$ cat src/rtl/alu_exec_unit_pkg.sv
// Shared ALU execute definitions: alu_op encodings from ALU control decode
// and the execute-unit FSM state encoding.
package alu_exec_unit_pkg;

    localparam logic [3:0] OP_ADD     = 4'h0;
    localparam logic [3:0] OP_SUB     = 4'h1;
    localparam logic [3:0] OP_AND     = 4'h2;
    localparam logic [3:0] OP_OR      = 4'h3;
    localparam logic [3:0] OP_XOR     = 4'h4;
    localparam logic [3:0] OP_SLL     = 4'h5;
    localparam logic [3:0] OP_SRL     = 4'h6;
    localparam logic [3:0] OP_SUB_BEQ = 4'h7;
    localparam logic [3:0] OP_SUB_BNE = 4'h8;
    localparam logic [3:0] OP_SUB_BLT = 4'h9;
    localparam logic [3:0] OP_SUB_BGE = 4'hA;
    localparam logic [3:0] OP_DEFAULT = 4'hF;

    typedef enum logic [1:0] {
        IDLE  = 2'd0,
        SHIFT = 2'd1,
        DONE  = 2'd2
    } alu_exec_state_e;

    function automatic logic is_shift_op(input logic [3:0] op);
        return (op == OP_SLL) || (op == OP_SRL);
    endfunction

endpackage

$ cat src/rtl/alu_exec_unit_if.sv
// Operation-in / result-out handshake bundle of the ALU execute unit.
interface alu_exec_unit_if #(
    parameter int XLEN = 32
);
    logic            in_valid;
    logic            in_ready;
    logic [3:0]      alu_op;
    logic [XLEN-1:0] in_a;
    logic [XLEN-1:0] in_b;
    logic            out_valid;
    logic            out_ready;
    logic [XLEN-1:0] alu_result;
    logic            bcond;
    logic            busy;

    modport master (
        output in_valid, alu_op, in_a, in_b, out_ready,
        input  in_ready, out_valid, alu_result, bcond, busy
    );

    modport slave (
        input  in_valid, alu_op, in_a, in_b, out_ready,
        output in_ready, out_valid, alu_result, bcond, busy
    );
endinterface

$ cat src/rtl/alu_exec_unit_shifter.sv
// Iterative logical shifter: moves up to SHIFT_STEP bits per cycle and flags
// the cycle whose step finishes the shift (o_result is then the final value).
module alu_iter_shifter #(
    parameter int XLEN       = 32,
    parameter int SHIFT_STEP = 1
) (
    input  logic                    clk,
    input  logic                    reset_n,
    input  logic                    i_load,
    input  logic                    i_dir,
    input  logic [XLEN-1:0]         i_data,
    input  logic [$clog2(XLEN)-1:0] i_shamt,
    output logic [XLEN-1:0]         o_result,
    output logic                    o_done
);
    // One extra bit so the counter can also represent SHIFT_STEP == XLEN.
    localparam int CW = $clog2(XLEN) + 1;
    localparam logic [CW-1:0] STEP = CW'(SHIFT_STEP);

    logic [XLEN-1:0] r_data;
    logic            r_dir;
    logic [CW-1:0]   r_rem;
    logic [CW-1:0]   w_step;
    logic [XLEN-1:0] w_next;

    assign w_step   = (r_rem > STEP) ? STEP : r_rem;
    assign w_next   = r_dir ? (r_data >> w_step) : (r_data << w_step);
    assign o_result = w_next;
    assign o_done   = (r_rem != '0) && (r_rem <= STEP);

    always_ff @(posedge clk or negedge reset_n) begin
        if (!reset_n) begin
            r_rem <= '0;
        end else if (i_load) begin
            r_rem <= {1'b0, i_shamt};
        end else if (r_rem != '0) begin
            r_rem <= r_rem - w_step;
        end
    end

    always_ff @(posedge clk) begin
        if (i_load) begin
            r_data <= i_data;
            r_dir  <= i_dir;
        end else if (r_rem != '0) begin
            r_data <= w_next;
        end
    end

endmodule

$ cat src/rtl/alu_exec_unit.sv
// ALU execute unit: single-cycle ops, iterative SLL/SRL, registered result.
// Optional synchronous flush port enabled by defining ALU_EXEC_FLUSH_EN.
module alu_exec_unit
    import alu_exec_unit_pkg::*;
#(
    parameter int XLEN       = 32,
    parameter int SHIFT_STEP = 1
) (
    input  logic             clk,
    input  logic             reset_n,
`ifdef ALU_EXEC_FLUSH_EN
    input  logic             flush,
`endif
    alu_exec_unit_if.slave   bus
);
    localparam int SW = $clog2(XLEN);

    alu_exec_state_e r_state;
    logic            r_out_valid;
    logic [XLEN-1:0] r_result;
    logic            r_bcond;
    logic            r_busy;

    logic                w_flush;
    logic                w_in_ready;
    logic                w_accept;
    logic                w_start_shift;
    logic [SW-1:0]       w_shamt;
    logic [XLEN-1:0]     w_result;
    logic                w_bcond;
    logic [XLEN-1:0]     w_diff;
    logic signed [XLEN-1:0] w_a_s;
    logic signed [XLEN-1:0] w_b_s;
    logic [XLEN-1:0]     w_sh_result;
    logic                w_sh_done;

`ifdef ALU_EXEC_FLUSH_EN
    assign w_flush = flush;
`else
    assign w_flush = 1'b0;
`endif

    assign w_in_ready    = ~w_flush & ((r_state == IDLE) | ((r_state == DONE) & bus.out_ready));
    assign w_accept      = bus.in_valid & w_in_ready;
    assign w_shamt       = bus.in_b[SW-1:0];
    assign w_start_shift = w_accept & is_shift_op(bus.alu_op) & (w_shamt != '0);

    assign w_diff = bus.in_a - bus.in_b;
    assign w_a_s  = bus.in_a;
    assign w_b_s  = bus.in_b;

    // Single-cycle datapath; shifts by zero pass operand A through.
    always_comb begin
        w_result = '0;
        w_bcond  = 1'b0;
        case (bus.alu_op)
            OP_ADD:     w_result = bus.in_a + bus.in_b;
            OP_SUB:     w_result = w_diff;
            OP_AND:     w_result = bus.in_a & bus.in_b;
            OP_OR:      w_result = bus.in_a | bus.in_b;
            OP_XOR:     w_result = bus.in_a ^ bus.in_b;
            OP_SLL,
            OP_SRL:     w_result = bus.in_a;
            OP_SUB_BEQ: begin w_result = w_diff; w_bcond = (bus.in_a == bus.in_b); end
            OP_SUB_BNE: begin w_result = w_diff; w_bcond = (bus.in_a != bus.in_b); end
            OP_SUB_BLT: begin w_result = w_diff; w_bcond = (w_a_s < w_b_s);        end
            OP_SUB_BGE: begin w_result = w_diff; w_bcond = (w_a_s >= w_b_s);       end
            default:    ;
        endcase
    end

    alu_iter_shifter #(
        .XLEN       (XLEN),
        .SHIFT_STEP (SHIFT_STEP)
    ) u_shifter (
        .clk      (clk),
        .reset_n  (reset_n),
        .i_load   (w_start_shift),
        .i_dir    (bus.alu_op == OP_SRL),
        .i_data   (bus.in_a),
        .i_shamt  (w_shamt),
        .o_result (w_sh_result),
        .o_done   (w_sh_done)
    );

    always_ff @(posedge clk or negedge reset_n) begin
        if (!reset_n) begin
            r_state     <= IDLE;
            r_out_valid <= 1'b0;
            r_result    <= '0;
            r_bcond     <= 1'b0;
            r_busy      <= 1'b0;
        end else if (w_flush) begin
            r_state     <= IDLE;
            r_out_valid <= 1'b0;
            r_busy      <= 1'b0;
        end else begin
            case (r_state)
                IDLE, DONE: begin
                    if (w_accept) begin
                        if (w_start_shift) begin
                            r_state     <= SHIFT;
                            r_busy      <= 1'b1;
                            r_out_valid <= 1'b0;
                        end else begin
                            r_state     <= DONE;
                            r_out_valid <= 1'b1;
                            r_result    <= w_result;
                            r_bcond     <= w_bcond;
                        end
                    end else if ((r_state == DONE) && bus.out_ready) begin
                        r_state     <= IDLE;
                        r_out_valid <= 1'b0;
                    end
                end
                SHIFT: begin
                    if (w_sh_done) begin
                        r_state     <= DONE;
                        r_busy      <= 1'b0;
                        r_out_valid <= 1'b1;
                        r_result    <= w_sh_result;
                        r_bcond     <= 1'b0;
                    end
                end
                default: r_state <= IDLE;
            endcase
        end
    end

    assign bus.in_ready   = w_in_ready;
    assign bus.out_valid  = r_out_valid;
    assign bus.alu_result = r_result;
    assign bus.bcond      = r_bcond;
    assign bus.busy       = r_busy;

endmodule

$ cat src/flat_wrapper.sv
// flat-port wrapper written by rule: the top's interface ports become plain ports
module alu_exec_unit_flat import alu_exec_unit_pkg::*;
#(
    parameter int XLEN       = 32,
    parameter int SHIFT_STEP = 1
)
  (clk, reset_n, bus_in_valid, bus_alu_op, bus_in_a, bus_in_b, bus_out_ready, bus_in_ready, bus_out_valid, bus_alu_result, bus_bcond, bus_busy);
  alu_exec_unit_if #(.XLEN(XLEN)) bus_i ();
  input  logic clk;
  input  logic reset_n;
  input wire logic [$bits(bus_i.in_valid)-1:0] bus_in_valid;
  input wire logic [$bits(bus_i.alu_op)-1:0] bus_alu_op;
  input wire logic [$bits(bus_i.in_a)-1:0] bus_in_a;
  input wire logic [$bits(bus_i.in_b)-1:0] bus_in_b;
  input wire logic [$bits(bus_i.out_ready)-1:0] bus_out_ready;
  output wire logic [$bits(bus_i.in_ready)-1:0] bus_in_ready;
  output wire logic [$bits(bus_i.out_valid)-1:0] bus_out_valid;
  output wire logic [$bits(bus_i.alu_result)-1:0] bus_alu_result;
  output wire logic [$bits(bus_i.bcond)-1:0] bus_bcond;
  output wire logic [$bits(bus_i.busy)-1:0] bus_busy;
  assign bus_i.in_valid = bus_in_valid;
  assign bus_i.alu_op = bus_alu_op;
  assign bus_i.in_a = bus_in_a;
  assign bus_i.in_b = bus_in_b;
  assign bus_i.out_ready = bus_out_ready;
  assign bus_in_ready = bus_i.in_ready;
  assign bus_out_valid = bus_i.out_valid;
  assign bus_alu_result = bus_i.alu_result;
  assign bus_bcond = bus_i.bcond;
  assign bus_busy = bus_i.busy;
  alu_exec_unit #(.XLEN(XLEN), .SHIFT_STEP(SHIFT_STEP)) u_core (.clk(clk), .reset_n(reset_n), .bus(bus_i));
endmodule
$ cat config.mk
export PLATFORM = sky130hd
export DESIGN_NAME = alu_exec_unit_flat
export DESIGN_NICKNAME = d
export VERILOG_FILES = /design/src/rtl/alu_exec_unit_pkg.sv /design/src/rtl/alu_exec_unit_if.sv /design/src/rtl/alu_exec_unit_shifter.sv /design/src/rtl/alu_exec_unit.sv /design/src/flat_wrapper.sv
export SDC_FILE = /design/constraint.sdc
export NUM_CORES = 1
export LEC_CHECK = 0
export CAP_MARGIN = 20
export CORE_MARGIN = 8
export CORE_UTILIZATION = 40
export CTS_CLUSTER_DIAMETER = 50
export CTS_CLUSTER_SIZE = 12
export DETAILED_ROUTE_END_ITERATION = 16
export SYNTH_ARGS = -nofsm -noshare
export SYNTH_HDL_FRONTEND = slang
export SYNTH_SLANG_ARGS = --single-unit
export TNS_END_PERCENT = 20
$ cat constraint.sdc
create_clock -name clk -period 3.5 [get_ports clk]
set_input_delay 0.7 -clock clk [delete_from_list [all_inputs] [get_ports clk]]
set_output_delay 0.7 -clock clk [all_outputs]
set_load 0.01 [all_outputs]
## Word-level counts from Yosys, hierarchy flattened

Index checks and enable logic that the tools add are counted.

- Bits in registers: 76
- Latch bits: 0
- Memory bits (writable): 0
- ROM bits: 0
- Bits of input ports: 72
- Output and inout bits: 36
- Word-level logic and storage cells: 89
- Memories kept: 0

- Add/subtract/negate cells: 3
- Multiply operators: 0
- Divide/modulo/power cells: 0
- Magnitude comparators: 4
- Eq/ne operators: 19
- Shift-type cells: 2
- Multiplexer cells: 29
- Bitwise gates (word level): 8
- Reduce and logical (&&, ||, !) cells: 16

Operators with widths:

| cell | number |
|---|---|
| 2-to-1 mux 32 bit | 6 |
| case mux 32 bit (6 select lines) | 1 |
| case mux 32 bit (2 select lines) | 1 |
| adder 32 bit | 1 |
| AND 32 bit | 1 |
| equality test 32 bit | 1 |
| >= comparator 32 bit | 1 |
| < comparator 32 bit | 1 |
| inequality test 32 bit | 1 |
| bitwise OR 32 bit | 1 |
| left shift 32 x 6 -> 32 bit | 1 |
| right shift 32 x 6 -> 32 bit | 1 |
| subtractor 32 bit | 1 |
| bitwise XOR 32 bit | 1 |
| 2-to-1 mux 6 bit | 3 |
| equality test 4 x 3 -> 1 bit, second input constant | 4 |
| equality test 4 bit, second input constant | 3 |
| 2-to-1 mux 1 bit | 9 |
| equality test 4 x 2 -> 1 bit, second input constant | 2 |
| 2-to-1 mux 2 bit | 4 |
| AND reduction 4 bit | 2 |
| > comparator 6 x 1 -> 1 bit, second input constant | 1 |
| less-or-equal comparator 6 x 1 -> 1 bit, second input constant | 1 |
| inequality test 2 bit, second input constant | 3 |
| 22 further kinds | 30 |

## Longest topological paths before layout

Gate-level depths: netlist (run 1).

- Depth in word-level cells: 9
- Depth in mapped cells: 12

## Hierarchy

Synthesis (run 1) repeated with hierarchy kept, for this count alone.

- Cells, all modules: 1333
- Area total of the unflattened synthesis: 10212.3 µm²

By module, submodules not included:

| module | times used | cells an instance | area an instance (µm²) | seq. area each (µm²) |
|---|---|---|---|---|
| alu_exec_unit | 1 | 1071 | 7494.7 | 925.9 |
| alu_iter_shifter | 1 | 262 | 2717.6 | 1141.1 |

## Worst setup path after synthesis (run 1)

No wires, ideal clock.

- Path type: input port to flip-flop
- Start point: input bus_in_a[0]
- End point: register u_core.r_bcond, in the netlist u_core.bus.bcond
- Setup time: 0.071 ns
- Data arrival time: 3.116 ns
- Path slack: 0.313 ns
- Cell stages on the path: 12
- Path buffers: 0
- Path through: inv_1 > ha_1 > fa_1 > o21bai_4 > a211oi_2 > or4b_4 > a21boi_4 > o211ai_4 > a2111oi_4 > nor2_2 > o311a_1 > nor2_1

- Word-level cells in the longest chain between the ends: 5
- Elaborated cells on any way between the ends: 8

RTL lines:

| element | line | RTL |
|---|---|---|
| start: declaration | flat_wrapper.sv:13 | `input wire logic [$bits(bus_i.in_a)-1:0] bus_in_a;` |
| >= comparator 32 bit (tied with other cells) | alu_exec_unit.sv:67 | `OP_SUB_BGE: begin w_result = w_diff; w_bcond = (w_a_s >= w_b_s); end` |
| case mux 1 bit (4 select lines) * | alu_exec_unit.sv:56 | `case (bus.alu_op)` |
| 2-to-1 mux 1 bit * | alu_exec_unit.sv:101 | `if (w_start_shift) begin` |
| 2-to-1 mux 1 bit * | alu_exec_unit.sv:100 | `if (w_accept) begin` |
| case mux 1 bit (2 select lines) * | alu_exec_unit.sv:98 | `case (r_state)` |
| end signal: assignment | alu_exec_unit.sv:109 | `r_bcond <= w_bcond;` |
| end: declaration | alu_exec_unit.sv:21 | `logic r_bcond;` |

Mark *: on every way between the ends. The rest lies on a longest branch, timed or not. The select of a mux whose other input is x is not followed.
A chain may end at the register's enable or synchronous reset.

## Final worst setup path (run 1)

- Start point: input bus_in_b[17]
- End point: register u_core.r_result[28], in the netlist u_core.bus.alu_result[28]

- Word-level cells in the longest chain between the ends: 5
- Elaborated cells on any way between the ends: 6

RTL lines:

| element | line | RTL |
|---|---|---|
| start: declaration | flat_wrapper.sv:14 | `input wire logic [$bits(bus_i.in_b)-1:0] bus_in_b;` |
| subtractor 32 bit / adder 32 bit (equally long branches) | alu_exec_unit.sv:48, alu_exec_unit.sv:57 |  |
| case mux 32 bit (6 select lines) * | alu_exec_unit.sv:56 |  |
| 2-to-1 mux 32 bit * | alu_exec_unit.sv:101 |  |
| 2-to-1 mux 32 bit * | alu_exec_unit.sv:100 |  |
| case mux 32 bit (2 select lines) * | alu_exec_unit.sv:98 |  |
| end signal: assignment | alu_exec_unit.sv:108 | `r_result <= w_result;` |
| end signal: assignment | alu_exec_unit.sv:121 | `r_result <= w_sh_result;` |
| end: declaration | alu_exec_unit.sv:20 | `logic [XLEN-1:0] r_result;` |

Marked as above.

==> results of run 1 <==
[worst register-to-register path, cell delays in order, from the launching register on]
cell	delay, ns
dfrtp_1	0.39
or3_1	0.48
nor4_4	0.32
buf_4	0.45
a21oi_1	0.15
o21ai_0	0.42
a221oi_1	0.17
nor4b_1	0.17
o21ai_0	0.08
o2111a_1	0.21
[cells in the final DEF (no fill, tap or decap), drive strengths merged, types with 13 or more instances in the layout]
master,Yosys,layout
ha,109,109
clkdlybuf4s50,0,82
o221ai,14,14
nor2,136,136
nand2b,16,16
xnor2,14,14
inv,93,93
dfrtp,43,43
a221oi,29,29
a221o,15,15
a211oi,20,20
a31oi,18,18
clkbuf,64,16
edfxtp,33,33
nor3,31,31
o22ai,13,13
o21ai,108,108
nor2b,13,13
nor4,17,17
a21oi,104,104
buf,22,321
nand2,113,113
mux2i,35,35
a21o,14,14
nand3,23,23
[stage by stage]
step / hold WS (ns) / util (%) / TNS [ns]
detailed placement: 0.469 / 55.7 / -11.43
floorplan: 0.404 / - / 0
global route: 0.433 / 59.6 / -0.0872
finish: 0.395 / 59.6 / 0
CTS: 0.408 / 58.0 / -0.0449
global placement: 0.463 / 55.7 / -10.69
[final cells by class]
type                       count  area, um2
tap                          319        399
sequential                    76       2070
multi-input combinational   1002       7250
clock buffer                  13        260
inverter                      95        357
fill                        2216       9460
timing repair buffer         427       3540
clock inverter                 3       68.8
[flip-flops by register name, summed over array words and instances, names as in the netlist]
signal and flops:
u_core.bus.out_valid 1, u_core.bus.alu_result 32, u_core.u_shifter.r_data 32, u_core.bus.bcond 1, u_core.r_state 2, u_core.u_shifter.r_rem 6, u_core.bus.busy 1, u_core.u_shifter.r_dir 1
[path summary, 6_finish.rpt]
kind,startpoint,end,cells past startpoint
worst max-delay path,bus_in_b[17],u_core.bus.alu_result[28]$_DFFE_PN0P_,15
worst min-delay path,reset_n,u_core.bus.alu_result[2]$_DFFE_PN0P_,1
worst max register to register,u_core.u_shifter.r_rem[3]$_DFFE_PN0P_,u_core.bus.alu_result[22]$_DFFE_PN0P_,9
worst min register to register,u_core.bus.out_valid$_DFFE_PN0P_,u_core.bus.out_valid$_DFFE_PN0P_,2
max in group asynchronous,reset_n,u_core.bus.alu_result[16]$_DFFE_PN0P_,2
min in group clk,u_core.bus.out_valid$_DFFE_PN0P_,u_core.bus.out_valid$_DFFE_PN0P_,2
[repair_timing]
item	CTS	global route
hold buffers	0	0
resized for setup	60	74
pin swaps	11	22
setup endpoints to repair	20	24
buffers inserted	5	9
[where the power goes]
part | switching, W | internal, W | leakage, nW
Combinational | 0.00160 | 0.00140 | 5.27
Clock | 0.000372 | 0.000666 | 0.160
Sequential | 0.000309 | 0.00140 | 0.881
Total | 0.00229 | 0.00346 | 6.31
[routing by layer]
layer | global-route usage [%] | part of all wire, % | vias up
met3 | 4.17 | 8.3 | 80
met5 | 0 | 0 | -
met2 | 42.3 | 44 | 488
met1 | 39.8 | 45 | 5352
met4 | 8.20 | 2.6 | 0
li1 | - | - | 5316
[cells by family (layout without fill, tap and decap cells)]
| group | count (synthesis) | count (layout) | share of synthesized area (%) |
|---|---|---|---|
| buffers and inverters | 181 | 538 | 7.38 |
| AND/OR/NAND/NOR | 396 | 396 | 19.3 |
| adder cells (fa/ha/maj) | 111 | 111 | 14.7 |
| flip-flops | 76 | 76 | 21.7 |
| AO/OA/AOI/OAI | 442 | 442 | 31.5 |
| XOR/XNOR | 18 | 18 | 1.66 |
| multiplexers | 35 | 35 | 3.68 |
==> metrics.yaml, run 1 <==
clocking:
  cts_buffers: 9
  htreeDepth: 3
  clk_pin_slew_ns: 0.06
  clockRootBuffer: "clkbuf_16"
  worst_skew_pair.late_latency_ns: 0.34
  cts.sinks: 76
  tritoncts: "built"
  clk_path_buf_depth: 2
sta:
  finalSetupViolCount: 0
  finalClockSkew_ns: 0.0101
  worstMarginPinSlew_ns: 0.682
  post-route-period-util_pct: 98.7
  finalHoldViolCount: 0
  rsz0062_at_grt: "true"
  finalCriticalPeriod_ns: 3.45
  setup_ws_ns: 0.0471
  maxSlewViolCount: 0
  slew_headroom_pct: 54.5
  fmax_mhz: 290
setup_path:
  path_cells: "clkdlybuf4s50_1 > inv_1 > ha_1 > buf_4 > and3_1 > and2_1 > a221o_1 > a211oi_2 > buf_4 > buf_4 > nor2_1 > a41oi_2 > buf_4 > mux2i_1 > o2bb2ai_1"
  cp_common_cell: "buf_4"
  cp_top_family: "buffers and inverters"
  critPathLaunchType: "input pin"
  slowest_delay_ns: 0.48
  critical_path_class: "in -> reg"
  ff2ff_setup_slack_ns: 0.59
  critPathCaptureType: "flop"
  critPathMaxFanout: 11
  cp.arrival_ns: 3.72
  slowest_stage: "clkdlybuf4s50_1"
  critPathBufInv: 6
  cp.required_ns: 3.77
floorplan:
  core-area_um2: 23400
  die_y_um: 170
  num_rows: 56
  start_util_pct: 40.7
  die_area_um2: 29000
  die_x_um: 170
  boundaryPins: 108
detailed_routing:
  num_vias: 11236
  drc_errors: 0
  drt_iter0_markers: 1146
  ant_nets: 0
  wl_um: 41300
  routedWlPerCell_um: 21.3
  drtPass1Iterations: 9
  avgViaCountPerCell: 5.81
synthesis:
  syn-num-nets: 1442
  synth.most_common_cell: "nor2_1"
  netlist_area_um2: 9520
  synth_edf_count: 33
  yosys.area.top_type: "ha_1"
  syn_inst: 1259
  ys_warn_count: 0
  ys_seq_area_share_pct: 21.7
  synth.area.top_cells: "ha_1 14%, dfrtp_1 11%, edfxtp_1 10%, o21ai_0 5.6%, a21oi_1 5.5%"
  synth.top_cell.area_share_pct: 14.3
  ys.flop_type: "dfrtp_1"
  ys_top_cells_by_count: "135 x nor2_1, 113 x nand2_1, 109 x ha_1, 106 x o21ai_0, 104 x a21oi_1"
  synthArstFlopShare_pct: 56.6
  ys_ff_latch: 76
  syn_area_per_cell_um2: 7.56
  ys_types: 85
power_and_ir_drop:
  p_total_w: 0.00574
  leakage_nw: 6.31
  vdd_drop_max_mv: 0.256
  p_per_area_nw_per_um2: 412
global_routing:
  grt_use_total_pct: 27.8
  grt_pass1_vias: 10806
  grt_pass1_wl_um: 62600
  antenna_found_initial: 0
  grt.overflow.total: 0
  grt_max_degree: 48
cells_and_area:
  syn_to_final_growth_pct: 46.4
  final_cell_area_um2: 13900
  n_antenna_cell: 0
  stdcell_count: 1935
  nets: 1794
  drive_above_1_share_pct: 27.5
placed_design:
  dp_hpwl_um: 32800
  gp_congestion: 0.987
  place_inst: 1906
  placed_area_um2: 13000
  pre_cts_ws_ns: -0.815
  io_buffers: 107
job:
  cap_violations: 0
worst_hold_path:
  hold_class: "in -> async"
run_status:
  status: "completed"
(Power assumes the default switching activity.)
==> run 2, diff against run 1 <==
--- a/config.mk
+++ b/config.mk
@@ -9,7 +9,7 @@
 export CORE_MARGIN = 8
 export CORE_UTILIZATION = 40
 export CTS_CLUSTER_DIAMETER = 50
-export CTS_CLUSTER_SIZE = 12
+export CTS_CLUSTER_SIZE = 8
 export DETAILED_ROUTE_END_ITERATION = 16
 export SYNTH_ARGS = -nofsm -noshare
 export SYNTH_HDL_FRONTEND = slang
==> results of run 2 <==
Final layout, timing and power as in run 1 (identical DEF).
==> edit 1: new RTL, flow settings as in run 1 <==
Remove the case item `OP_ADD` of the case on `bus.alu_op`.
--- a/src/rtl/alu_exec_unit.sv
+++ b/src/rtl/alu_exec_unit.sv
@@ -54,7 +54,6 @@
         w_result = '0;
         w_bcond  = 1'b0;
         case (bus.alu_op)
-            OP_ADD:     w_result = bus.in_a + bus.in_b;
             OP_SUB:     w_result = w_diff;
             OP_AND:     w_result = bus.in_a & bus.in_b;
             OP_OR:      w_result = bus.in_a | bus.in_b;
Formal check against the unedited RTL: not equivalent (Yosys sat finds a counterexample within 4 cycles, from zero or initial values and one cycle with reset_n low).
==> edit 1 against run 1 <==
Sequential cell count did not move. Final area fell by 25%. Via count fell by 28%. Total power fell by 15%. Count of clock-buffer cells in the layout fell by 2. Worst setup slack improved by 0.017 ns. First-iteration DRC count fell by 35%. Routed wire length fell by 34%. Area after synthesis fell by 19%. Hold slack improved by 0.032 ns. Clock power fell by 8%.
==> edit 1: results (changes against run 1) <==
Placed design
  • Hpwl dp: 21.3 mm (was 32.8 mm)
  • Setup WS pre-CTS: -0.290 ns (was -0.815 ns)
  • Routability congestion estimate: 0.928 (was 0.987)

Synth
  • Library cells used by synthesis: 70 (was 85)
  • Net count after synthesis: 1136 (was 1442)
  • Compound-Gate Fraction of Synth Area: 28.6% (was 31.5%)
  • Post-synth top cells: a21oi_1 (111), nor2_1 (100), ha_1 (97) (was nor2_1 (135), nand2_1 (113), ha_1 (109))
  • Sequential cell area fraction in the yosys report: 26.8% (was 21.7%)
  • Number of synthesized flops with an enable pin: 33 (unchanged)
  • Ranking of synthesized cells by area: ha_1 (16%), dfrtp_1 (14%), edfxtp_1 (13%) (was ha_1 (14%), dfrtp_1 (11%), edfxtp_1 (10%))
  • Post-Synth Adder-Cell Area: 16.0% (was 14.7%)
  • Multiplexer area fraction after synthesis: 4.57% (was 3.68%)
  • Xor-xnor portion of the synthesized cell area: 2.62% (was 1.66%)

Power and ir drop
  • Worst vdd ir: 0.231 mV (was 0.256 mV)
  • Leak: 0.00473 µW (was 0.00631 µW)
  • Comb. pwr: 2250 µW (was 3000 µW)

Setup path
  • R2R Path Start: u_core.u_shifter.r_rem[2] (was u_core.u_shifter.r_rem[3])
  • CP Max Fanout: 4 (was 11)
  • End of the worst register-to-register path: u_core.bus.alu_result[13] (was u_core.bus.alu_result[22])
  • Delay-heaviest family, CP: compound AO/OA/AOI/OAI gates (was buffers and inverters)
  • Flop2flop setup slack: 0.90 ns (was 0.59 ns)
  • CP startpoint: bus_in_a[0] (was bus_in_b[17])
  • Worst R2R Path Depth: 8 (was 9)
  • Worst Path Arrival: 3.71 ns (was 3.72 ns)

GRT
  • Largest net degree at the start of global routing: 67 (was 48)
  • Number of global-route vias before repair: 8071 (was 10.8k)
  • Routing usage on met3: 3.34% (was 4.17%)
  • Met2 Resource Use GR: 35.9% (was 42.3%)

Drt
  • Wire length on met3: 1.57 mm (was 3.41 mm)
  • Vias after detailed routing: 8042 (was 11.2k)
  • DR WL met2: 12.4 mm (was 18.0 mm)
  • WL/cell: 19.0 µm (was 21.3 µm)
  • Metal-1 WL: 13.0 mm (was 18.8 mm)

Timing
  • Clk_skew: 0.0115 ns (was 0.0101 ns)

Status
  • Outcome: complete, no violations (unchanged)

Clocking
  • Post-CTS setup buffers: 0 (was 5)

Final layout
  • Fin area: 10500 µm² (was 13900 µm²)
  • Layout Nets: 1367 (was 1794)
  • Layout cells sized above 1: 17.8% (was 27.5%)
==> edit 1: cell count changes after synthesis, moves of 13 or more <==
cell / run 1 / this run
a211oi_1: 19 / 4
nor2_1: 135 / 100
o21ai_0: 106 / 84
nor3_1: 30 / 14
clkbuf_1: 64 / 35
a22oi_1: 9 / 25
nand2_1: 113 / 68
a221oi_1: 29 / 15
a221o_1: 15 / 2
==> edit 1: layout make-up <==
class / instances / share of cell area [%]
multi-input cells: 744 / 49.0
repair buffers: 273 / 22.3
flip-flops and latches: 76 / 19.7
inverters: 93 / 3.33
well taps: 234 / 2.79
clock buffers: 11 / 2.52
clock inverters: 5 / 0.358
==> edit 1: through the flow <==
stage | hold WS [ns] | setup TNS [ns] | power (µW) | cells
global placement | 0.464 | -2.89 | 3870 | 1420
global route | 0.483 | -0.0629 | 5210 | 1436
CTS | 0.464 | 0 | 4870 | 1436
detailed placement | 0.468 | -3.34 | 3900 | 1420
finish | 0.427 | 0 | 4870 | 1436
floorplan | 0.404 | 0 | 2850 | 966
==> edit 2: new RTL, settings of run 1 <==
Made on the original files. `XLEN` is set to 32 in 4 places; all go to 64.
--- a/src/rtl/alu_exec_unit_if.sv
+++ b/src/rtl/alu_exec_unit_if.sv
@@ -1,6 +1,6 @@
 // Operation-in / result-out handshake bundle of the ALU execute unit.
 interface alu_exec_unit_if #(
-    parameter int XLEN = 32
+    parameter int XLEN = 64
 );
     logic            in_valid;
     logic            in_ready;
--- a/src/rtl/alu_exec_unit_shifter.sv
+++ b/src/rtl/alu_exec_unit_shifter.sv
@@ -1,7 +1,7 @@
 // Iterative logical shifter: moves up to SHIFT_STEP bits per cycle and flags
 // the cycle whose step finishes the shift (o_result is then the final value).
 module alu_iter_shifter #(
-    parameter int XLEN       = 32,
+    parameter int XLEN       = 64,
     parameter int SHIFT_STEP = 1
 ) (
     input  logic                    clk,
--- a/src/rtl/alu_exec_unit.sv
+++ b/src/rtl/alu_exec_unit.sv
@@ -3,7 +3,7 @@
 module alu_exec_unit
     import alu_exec_unit_pkg::*;
 #(
-    parameter int XLEN       = 32,
+    parameter int XLEN       = 64,
     parameter int SHIFT_STEP = 1
 ) (
     input  logic             clk,
--- a/src/flat_wrapper.sv
+++ b/src/flat_wrapper.sv
@@ -1,7 +1,7 @@
 // flat-port wrapper written by rule: the top's interface ports become plain ports
 module alu_exec_unit_flat import alu_exec_unit_pkg::*;
 #(
-    parameter int XLEN       = 32,
+    parameter int XLEN       = 64,
     parameter int SHIFT_STEP = 1
 )
   (clk, reset_n, bus_in_valid, bus_alu_op, bus_in_a, bus_in_b, bus_out_ready, bus_in_ready, bus_out_valid, bus_alu_result, bus_bcond, bus_busy);
Ports: changed (resized bus_alu_result, bus_in_a and bus_in_b); port bits go from 108 to 204. The function was not compared with the original's and may differ.
==> edit 2 against run 1 <==
Sequential cell count is 65 higher. Worst setup slack worse by 0.27 ns. Total power is 96% higher. Area after synthesis is 98% higher. The flow now finishes with violations (setup timing). Final area is 110% higher. Core utilization is 4.9 points higher. Fmax is 7.4% lower. Routed wire length is 140% higher.
==> edit 2: results (changes against run 1) <==
Setup path
  • Maximum single-stage delay on the critical path: 0.57 ns (was 0.48 ns)
  • CP startpoint: bus_in_a[9] (was bus_in_b[17])
  • Worst R2R Path Depth: 11 (was 9)
  • Delay-heaviest family, CP: compound AO/OA/AOI/OAI gates (was buffers and inverters)
  • Slowest cell on crit path: or4_4 (was clkdlybuf4s50_1)
  • End of the worst register-to-register path: u_core.bus.alu_result[56] (was u_core.bus.alu_result[22])

Status
  • Outcome: finished with violations (was complete, no violations)
  • Failing checks: setup timing

Final layout
  • Non-CTS buffers: 1083 (was 427)
  • Fraction of area in registers: 12.9% (was 14.8%)
  • Area Overhead vs Synth: 59.3% (was 46.4%)
  • Non-clock buffer share: 29.6% (was 25.4%)
  • FF/Latch Area: 3850 µm² (was 2070 µm²)

Drt
  • Pre-antenna DRT Iters: 6 (was 9)

Synth
  • Post-Synth Adder-Cell Area: 14.4% (was 14.7%)
  • Net count after synthesis: 2912 (was 1442)
  • Sequential cell area fraction in the yosys report: 20.5% (was 21.7%)
  • Xor-xnor portion of the synthesized cell area: 1.12% (was 1.66%)
  • Synthesized area per cell: 7.35 µm² (was 7.56 µm²)
  • Number of synthesized flops with an enable pin: 65 (was 33)

Timing
  • Clk_skew: 0.0129 ns (was 0.0101 ns)
  • Endpoints failing setup: 20 (was 0)
  • Final WS setup: -0.227 ns (was 0.0471 ns)
  • Slew margin rel.: 47.8% (was 54.5%)

GRT
  • Number of global-route vias before repair: 24.4k (was 10.8k)

Power and ir drop
  • Leak: 0.0136 µW (was 0.00631 µW)
  • Worst vdd ir: 0.400 mV (was 0.256 mV)

Clocking
  • Clock Latency Late Sink: 0.46 ns (was 0.34 ns)

Placed design
  • Post-Place Cell Area: 27600 µm² (was 13000 µm²)
-- edit 2: cell types whose count changed after synthesis, moves of 28 or more --
cell / before / now
nand2_1: 113 / 204
o21bai_1: 10 / 48
nor2_1: 135 / 231
edfxtp_1: 33 / 65
clkbuf_1: 64 / 144
dfrtp_1: 43 / 76
mux2i_1: 35 / 68
nand4_1: 6 / 34
ha_1: 109 / 213
inv_1: 93 / 199
a21oi_1: 104 / 286
o22ai_1: 13 / 43
o21ai_0: 106 / 258
-- edit 2: routing by layer --
layer	track usage, %	share of wire, %
met5	0	0
met4	12.1	3.3
met3	8.55	11
met2	53.0	43
met1	48.4	43
-- edit 2: report_power, final --
part	leakage [µW]	switching, µW	internal (µW)
sequential	0.00164	634	2530
clock	0.000313	854	1230
combinational	0.0116	3230	2790
total	0.0136	4710	6550
-- edit 2: what timing repair did --
item	4_1_cts	5_1_grt
setup buffers	44	9
pin swaps	116	56
resized for setup	402	87
cloned	0	0
setup endpoints to repair	50	40
